[src/rtl/lc4_regfile_nway.sv]
// N-way LC4 register file with per-register busy scoreboard; highest-index way wins write conflicts.
// Optional write-through bypass is compiled in with `define REGFILE_BYPASS_EN.
module lc4_regfile_nway #(
    parameter int NUM_WAYS = 2,
    parameter int NUM_REGS = 8,
    parameter int DATA_W   = 16,
    localparam int AW      = $clog2(NUM_REGS)
) (
    input  logic                       clk,
    input  logic                       rst,
    input  logic                       gwe,
    input  logic [NUM_WAYS*AW-1:0]     i_rs,
    input  logic [NUM_WAYS*AW-1:0]     i_rt,
    output logic [NUM_WAYS*DATA_W-1:0] o_rs_data,
    output logic [NUM_WAYS*DATA_W-1:0] o_rt_data,
    output logic [NUM_WAYS-1:0]        o_rs_busy,
    output logic [NUM_WAYS-1:0]        o_rt_busy,
    input  logic [NUM_WAYS*AW-1:0]     i_rd,
    input  logic [NUM_WAYS-1:0]        i_rd_we,
    input  logic [NUM_WAYS*DATA_W-1:0] i_wdata,
    input  logic [NUM_WAYS-1:0]        i_alloc,
    input  logic [NUM_WAYS*AW-1:0]     i_alloc_reg
);

    logic [DATA_W-1:0]   regs      [NUM_REGS];
    logic [DATA_W-1:0]   regs_next [NUM_REGS];
    logic [NUM_REGS-1:0] busy;
    logic [NUM_REGS-1:0] busy_next;

    // Later ways overwrite earlier ones; allocates are applied after clears so set wins.
    always_comb begin
        regs_next = regs;
        busy_next = busy;
        for (int k = 0; k < NUM_WAYS; k++) begin
            if (i_rd_we[k]) begin
                regs_next[i_rd[k*AW +: AW]] = i_wdata[k*DATA_W +: DATA_W];
                busy_next[i_rd[k*AW +: AW]] = 1'b0;
            end
        end
        for (int k = 0; k < NUM_WAYS; k++) begin
            if (i_alloc[k]) begin
                busy_next[i_alloc_reg[k*AW +: AW]] = 1'b1;
            end
        end
    end

    always_ff @(posedge clk or negedge rst) begin
        if (!rst) begin
            regs <= '{default: '0};
            busy <= '0;
        end else if (gwe) begin
            regs <= regs_next;
            busy <= busy_next;
        end
    end

`ifdef REGFILE_BYPASS_EN
    logic byp_ok;
    assign byp_ok = gwe & rst;
`endif

    always_comb begin
        o_rs_data = '0;
        o_rt_data = '0;
        o_rs_busy = '0;
        o_rt_busy = '0;
        for (int k = 0; k < NUM_WAYS; k++) begin
            o_rs_data[k*DATA_W +: DATA_W] = regs[i_rs[k*AW +: AW]];
            o_rt_data[k*DATA_W +: DATA_W] = regs[i_rt[k*AW +: AW]];
            o_rs_busy[k]                  = busy[i_rs[k*AW +: AW]];
            o_rt_busy[k]                  = busy[i_rt[k*AW +: AW]];
`ifdef REGFILE_BYPASS_EN
            // Reset gating keeps reads at zero while reset is held, even with gwe high.
            for (int j = 0; j < NUM_WAYS; j++) begin
                if (byp_ok && i_rd_we[j] && (i_rd[j*AW +: AW] == i_rs[k*AW +: AW]))
                    o_rs_data[k*DATA_W +: DATA_W] = i_wdata[j*DATA_W +: DATA_W];
                if (byp_ok && i_rd_we[j] && (i_rd[j*AW +: AW] == i_rt[k*AW +: AW]))
                    o_rt_data[k*DATA_W +: DATA_W] = i_wdata[j*DATA_W +: DATA_W];
            end
`endif
        end
    end

endmodule

[config.mk]
export PLATFORM = sky130hd
export DESIGN_NAME = lc4_regfile_nway
export DESIGN_NICKNAME = d
export VERILOG_FILES = /design/src/rtl/lc4_regfile_nway.sv
export SDC_FILE = /design/constraint.sdc
export NUM_CORES = 1
export LEC_CHECK = 0
export CAP_MARGIN = 20
export CELL_PAD_IN_SITES_DETAIL_PLACEMENT = 1
export CELL_PAD_IN_SITES_GLOBAL_PLACEMENT = 1
export CORE_MARGIN = 2
export CORE_UTILIZATION = 46
export CTS_CLUSTER_SIZE = 24
export DETAILED_ROUTE_END_ITERATION = 10
export PLACE_DENSITY = 0.82
export SYNTH_ARGS = -nofsm -noshare
export SYNTH_HDL_FRONTEND = slang
export SYNTH_SLANG_ARGS = --single-unit
[constraint.sdc]
create_clock -name clk -period 5.05 [get_ports clk]
set_clock_uncertainty 0.05 [all_clocks]
set_input_delay 1.515 -clock clk [delete_from_list [all_inputs] [get_ports clk]]
set_output_delay 1.515 -clock clk [all_outputs]
set_load 0.005 [all_outputs]
# Word-level counts from Yosys, hierarchy flattened
# Cells that the tools add are included.
# totals
ff_bits	136
latch_bits	0
rom_bits	0
output_inout_bits	68
memories	0
ram_bits	0
wordCells	87
input_bits	63
# op_classes
n_shift	0
order_cmp	20
multipliers	0
mux	40
n_div	0
n_addsub	0
bitwise_logic	12
n_eq_ne	0
n_reduce_logical	6
# op_table
cell	n
$bwmux 128	2
$mux 128	2
$bmux 16 s3	4
$mux 16	10
$demux 16 s3	2
$lt 3x4->1 const B	8
$mux 8	4
$ge 4x4->1 const B	6
$not 3->4	6
$and 8x8->8	2
$not 8->8	2
$or 8x8->8	2
$bmux 1 s3	4
$demux 1 s3	4
$ge 3x1->1 const B	4
$lt 4x1->1 const B	2
$mux 1	8
$logic_and 1x1->1	6

# Longest topological paths before layout
# Gate-level depths: netlist of the first run.
# logic_depth
ltp_word	13
mapped_depth	6
depth_no_buf	3

# Worst setup path before layout of the first run
# No wires, ideal clock.
# synth_timing
path_type	input to output
from	input port i_rs[0]
to	output port o_rs_busy[0]
arrival_ps	2945
slack_ps	540
t_required_ps	3485
n_path_buf	2
stages	4
cell_sequence	clkbuf_1 > buf_2 > mux4_2 > mux2_2
# synth_between
elab_chain_cells	2
# synth_lines
item	line_no	rtl
from (decl)	12	input logic [NUM_WAYS*AW-1:0] i_rs,
$bmux 1 s3	70	o_rs_busy[k] = busy[i_rs[k*AW +: AW]];
$mux 1 (not written as such)	70	
to (decl)	16	output logic [NUM_WAYS-1:0] o_rs_busy,
# Every way passes these cells. The select of a mux whose other input is x is not followed.

# Worst setup path in the final report of the first run
# layout_timing
from	input port i_rt[0]
to	output port o_rt_busy[0]
# layout_between
elab_chain_cells	2
# layout_lines
item	line_no	rtl
from (decl)	13	input logic [NUM_WAYS*AW-1:0] i_rt,
$bmux 1 s3	71	o_rt_busy[k] = busy[i_rt[k*AW +: AW]];
$mux 1 (not written as such)	71	
to (decl)	17	output logic [NUM_WAYS-1:0] o_rt_busy,
# Every way passes these cells. The select of a mux whose other input is x is not followed.

==> results of run 1 <==
[placed cells by master (no fill, tap or decap), types with 8 or more instances in the layout]
cell / count
clkbuf_16: 17
buf_12: 15
a22o_1: 8
and2_1: 24
dfrtp_1: 136
clkdlybuf4s50_1: 120
mux2_2: 68
mux4_2: 136
buf_2: 9
buf_4: 33
nor2_1: 128
nand2_1: 20
o21ai_1: 8
a221o_1: 128
[worst max-delay path by stage]
| stage | from | to | slack [ps] | cells past startpoint |
|---|---|---|---|---|
| after global routing | i_rt[0] | o_rt_busy[0] | 200 | 5 |
| after CTS | i_rt[0] | o_rt_busy[0] | 240 | 5 |
| after detailed placement | i_rt[0] | o_rt_busy[0] | 250 | 5 |
| after floorplan | i_rs[0] | o_rs_busy[0] | 540 | 4 |
| after global placement | i_rt[0] | o_rt_busy[0] | 300 | 5 |
| final | i_rt[0] | o_rt_busy[0] | 250 | 5 |
[cell type report]
| cell class | count | area (sq um) | area share |
|---|---|---|---|
| flip-flops and latches | 136 | 3400 | 0.274 |
| multi-input cells | 559 | 6260 | 0.504 |
| well taps | 280 | 350 | 0.0282 |
| clock buffers | 20 | 457 | 0.0368 |
| clock inverters | 12 | 150 | 0.0121 |
| repair buffers | 177 | 1790 | 0.145 |
[per-layer routing]
layer / vias to the layer above / GRT usage / part of all wire / wire length, microns
li1: 3477 / - / - / -
met1: 4614 / 0.421 / 0.35 / 14000
met2: 745 / 0.551 / 0.48 / 19100
met3: 194 / 0.0901 / 0.11 / 4210
met4: 0 / 0.176 / 0.054 / 2130
met5: - / 0 / 0 / 0
[state kept, by name, indices dropped and copies added, names as in the netlist]
| signal | count |
|---|---|
| regs | 128 |
| busy | 8 |
[report_power, final]
group | internal, mW | switching [mW]
Clock | 0.800 | 0.509
Sequential | 1.34 | 0.375
Combinational | 1.10 | 0.565
Total | 3.24 | 1.45
[logic make-up after synthesis]
logic type             count (synthesis)
AOI/OAI and AO/OA                    152
buffers and inverters                101
DFF                                  136
muxes                                204
and+or+nand+nor                      203
==> flow_metrics.tcl, run 1 <==
set metrics [dict create \
    run_status "finished, final reports clean" \
    finalWorstSetupSlack_ps 253 \
    worstMarginPinSlew_ps 1090 \
    place.gp.congestion 0.842 \
    die_x_microns 152 \
    worst_ep_required_time_ps 3490 \
    cts_buffers 17 \
    start_util 0.465 \
    synthSimpleGateAreaFrac 0.0973 \
    cts_setup_buffers 0 \
    r2r_end "regs[66]$_DFFE_PN0P_" \
    crit_type "input pin to output port" \
    dpl.hpwl_microns 23500 \
    num_rows 54 \
    synth_xor_area_frac 0 \
    drt_wl_total_microns 39400 \
    syn_nets 859 \
    worstHoldPathCells 1 \
    synth-seq-area-share 0.338 \
    min_to "regs[17]$_DFFE_PN0P_" \
    numPortBuffers 130 \
    cts_resized 0 \
    antennaDiodeCount 0 \
    antenna_found_initial 0 \
    rsz0062_at_grt "false" \
    io_pins 131 \
    r2r_slack_ps 4060 \
    drtIter0Drc 1266 \
    path_clk_slew_ps 60 \
    synth_flop_cell "dfrtp_1" \
    yosysWarnings 0 \
    hold_path.class "flop to flop" \
    grt_pass1_vias 9529 \
    cp.arrival_ps 3230 \
    path_cells "buf_2 > buf_4 > mux4_2 > mux2_2 > clkdlybuf4s50_1" \
    numClockSinks 136 \
    cts-root-buf "clkbuf_16" \
    track_usage 0.340 \
    synthMuxAreaShare 0.380 \
    p_total_mw 4.69 \
    synth-seq-cells 136 \
    fmax_ghz 0.208 \
    grt_overflow 0 \
    final_layout_size_suffix_gt1_frac 0.324 \
    dieArea_sq_um 23100 \
    syn_area_sq_um 10100 \
    end_kind "output port" \
    firstDrtPassIters 7 \
    synth-compound-area-share 0.143 \
    stdcell_area_sq_um 12400 \
    dp.cells 1152 \
    r2r-start "regs[66]$_DFFE_PN0P_" \
    grt_start_max_net_pins 80 \
    cts_tree "yes" \
    cp_max_fo 11 \
    fin_setup_tns_ps 0 \
    finalCriticalPeriod_ps 4800 \
    cp_num_buf_inv 3 \
    area_delta_synth_final_pct 23.1 \
    fin_util 0.572 \
    synth.distinct_cells 25 \
    fp.dieH_microns 152 \
    cts.htree.levels 4 \
    crit_slowest_cell "mux4_2" \
    routedWlPerCell_microns 33.3 \
    setup_viol 0 \
    clkLatencyLatePin_ps 430 \
    p_leak_nw 4.83 \
    grt_pass1_wl_microns 59400 \
    fin_cells 1184 \
    synth_edf_count 0 \
    yosys.area.top_type "dfrtp_1" \
    dp_slack_ps 255 \
    coreArea_sq_um 21700 \
    ant_nets 0 \
    cap_viol_max_count 0 \
    syn_inst 796 \
    postSynthAreaPerCell_sq_um 12.7 \
    cts_buffer_depth 2 \
    powerDensity_nw_per_um2 378 \
    relSlewSlack 0.275 \
    min-delay-start "regs[17]$_DFFE_PN0P_" \
    hold_viol 0 \
    fillers 2099 \
    synthAdderAreaFrac 0 \
    fin_crit_sh 0.950 \
    slew_violations 0 \
    cp_top_family "buffers and inverters" \
    final_nets 954 \
    drc_errors 0 \
    synthTopCellsByCount "136 x dfrtp_1, 136 x mux4_2, 128 x a221o_1, 128 x nor2_1, 68 x mux2_2" \
    synth_top_area_frac 0.338 \
    worst_r2r_path_depth 1 \
    dpl_cell_area_sq_um 11800 \
    max_stage_delay_ps 550 \
    num_vias 9030 \
    viasPerCell 7.63 \
    synth_area_leaders "dfrtp_1 34%, mux4_2 30%, a221o_1 13%" \
    synth_top_family_by_area "multiplexers" \
    hold_buffers 0 \
    startpoint_type "input pin" \
    ir_drop_mv 0.214 \
    ys_async_sr_fraction 1.00 \
    finalHoldWorstSlack_ps 529 \
]
(Power assumes the default switching activity.)
==> run 2, diff against run 1 <==
--- a/config.mk
+++ b/config.mk
@@ -12,7 +12,7 @@
 export CORE_UTILIZATION = 46
 export CTS_CLUSTER_SIZE = 24
 export DETAILED_ROUTE_END_ITERATION = 10
-export PLACE_DENSITY = 0.82
+export PLACE_DENSITY_LB_ADDON = 0.1
 export SYNTH_ARGS = -nofsm -noshare
 export SYNTH_HDL_FRONTEND = slang
 export SYNTH_SLANG_ARGS = --single-unit
==> flow_metrics.tcl, run 2 (synthesis results as in run 1) <==
set metrics [dict create \
    drc_errors 0 \
    reg.largest.list "regs (128), busy (8)" \
    p_clk_frac 0.268 \
    cp.arrival_ps 3460 \
    hold_buffers 0 \
    num_rows 54 \
    hold_path.class "flop to flop" \
    worstMarginPinSlew_ps 1150 \
    layout_common_cells "136 x mux4_2, 136 x dfrtp_1, 128 x nor2_1, 128 x a221o_1, 124 x clkdlybuf4s50_1" \
    worst-path-stages 5 \
    io_pins 131 \
    ir_drop_mv 0.248 \
    dpl.hpwl_microns 25300 \
    final_layout_size_suffix_gt1_frac 0.325 \
    rsz0062_at_grt "false" \
    numPortBuffers 130 \
    fp.dieH_microns 152 \
    num_vias 8970 \
    grt_pass1_wl_microns 61300 \
    regMostFlops "regs" \
    clkLatencyLatePin_ps 430 \
    cp_num_buf_inv 3 \
    fmax_ghz 0.199 \
    drt_wl_total_microns 40500 \
    cp_max_fo 4 \
    fin_setup_tns_ps 0 \
    startpoint_type "input pin" \
    ant_nets 0 \
    setup_viol 0 \
    firstDrtPassIters 5 \
    coreArea_sq_um 21700 \
    p_sw_mw 1.44 \
    viasPerCell 7.53 \
    cts.htree.levels 4 \
    power_frac_comb 0.363 \
    path_cells "clkdlybuf4s50_1 > buf_12 > mux4_2 > mux2_2 > clkdlybuf4s50_1" \
    final_nets 963 \
    grt_overflow 0 \
    relSlewSlack 0.236 \
    start_util 0.465 \
    finalWorstSetupSlack_ps 20.3 \
    dieArea_sq_um 23100 \
    cap_viol_max_count 0 \
    area_delta_synth_final_pct 24.8 \
    cts_buffers 17 \
    numClockSinks 136 \
    crit_slowest_cell "mux4_2" \
    drtIter0Drc 886 \
    crit_top_cell "clkdlybuf4s50_1" \
    cts-root-buf "clkbuf_16" \
    slew_violations 0 \
    p_int_mw 3.19 \
    dp_slack_ps 21.7 \
    run_status "finished, final reports clean" \
    largest_register_ffs 128 \
    worst_r2r_path_depth 1 \
    powerDensity_nw_per_um2 368 \
    share_seq_of_total_power 0.369 \
    place.gp.congestion 0.813 \
    worst_ep_required_time_ps 3490 \
    crit_type "input pin to output port" \
    cp_top_family "buffers and inverters" \
    path_clk_slew_ps 60 \
    hold_viol 0 \
    multi_input_area_sq_um 6260 \
    end_kind "output port" \
    ff_latch_area_sq_um 3400 \
    fin_crit_sh 0.996 \
    cts_tree "yes" \
    p_leak_nw 4.89 \
    track_usage 0.352 \
    finalCriticalPeriod_ps 5030 \
    max_stage_delay_ps 530 \
    die_x_microns 152 \
    routedWlPerCell_microns 34.0 \
    worstHoldPathCells 1 \
    fillers 2109 \
    antennaDiodeCount 0 \
    sw_frac_of_total 0.312 \
    grt_pass1_vias 9679 \
    antenna_found_initial 0 \
    grt_start_max_net_pins 137 \
    cts_buffer_depth 2 \
]
==> run 2: changes by cell type in the layout (fill, tap and decap cells not counted) <==
cell             change
buf_4                -1
clkinv_2             -2
clkbuf_8             -1
buf_6                +1
bufinv_16            -1
buf_12               +9
buf_2                -4
clkinvlp_4           +1
clkdlybuf4s50_1      +4
inv_6                +1
==> run 2: power by group through the flow <==
stage	combinational (mW)	sequential [mW]	clock [mW]
2_1_floorplan	1.03	1.55	0
3_3_place_gp	1.60	1.65	0
3_5_place_dp	1.66	1.69	0
4_1_cts	1.69	1.69	1.24
5_1_grt	1.77	1.74	1.29
6_report	1.68	1.71	1.24
==> run 2: through the flow <==
step	utilization	total power, mW	instances	instance area, sq um	hold slack [ps]
global route	0.580	4.81	1191	12600	552
CTS	0.579	4.62	1189	12600	526
floorplan	-	2.58	796	10100	459
global placement	0.553	3.25	1159	12000	490
finish	0.580	4.63	1191	12600	535
detailed placement	0.553	3.36	1159	12000	510
==> run 2: repair_timing <==
| item | CTS | global route |
|---|---|---|
| endpoints found under the hold margin | 0 | 0 |
| setup buffers | 0 | 0 |
| setup endpoints to repair | 0 | 2 |
| gates resized for setup | 0 | 1 |
==> run 2: metal layers <==
layer / global-route usage / part of all wire / vias up
met3: 0.0938 / 0.10 / 160
met1: 0.450 / 0.37 / 4652
met2: 0.563 / 0.48 / 672
met4: 0.167 / 0.049 / 0
met5: 0 / 0 / -
li1: - / - / 3486
==> run 2: worst paths after layout <==
kind | start | endpoint | slack (ps)
max in group asynchronous | rst | regs[106]$_DFFE_PN0P_ | 3190
min in group asynchronous | rst | busy[7]$_DFFE_PN0P_ | 1130
max | i_rt[1] | o_rt_data[15] | 20
max reg2reg | regs[13]$_DFFE_PN0P_ | regs[13]$_DFFE_PN0P_ | 4060
min | busy[0]$_DFFE_PN0P_ | busy[0]$_DFFE_PN0P_ | 530
min reg2reg | busy[0]$_DFFE_PN0P_ | busy[0]$_DFFE_PN0P_ | 530
==> run 2: area by class of cell <==
cell class | count | area share
multi-input cells | 559 | 0.497
flip-flops and latches | 136 | 0.271
well taps | 280 | 0.0279
repair buffers | 186 | 0.159
clock buffers | 19 | 0.0352
clock inverters | 11 | 0.0100
==> run 3, diff against run 2 <==
--- a/config.mk
+++ b/config.mk
@@ -10,6 +10,7 @@
 export CELL_PAD_IN_SITES_GLOBAL_PLACEMENT = 1
 export CORE_MARGIN = 2
 export CORE_UTILIZATION = 46
+export CTS_CLUSTER_DIAMETER = 50
 export CTS_CLUSTER_SIZE = 24
 export DETAILED_ROUTE_END_ITERATION = 10
 export PLACE_DENSITY_LB_ADDON = 0.1
==> results of run 3 <==
No change in the layout: final DEF, timing and power equal those of run 2.
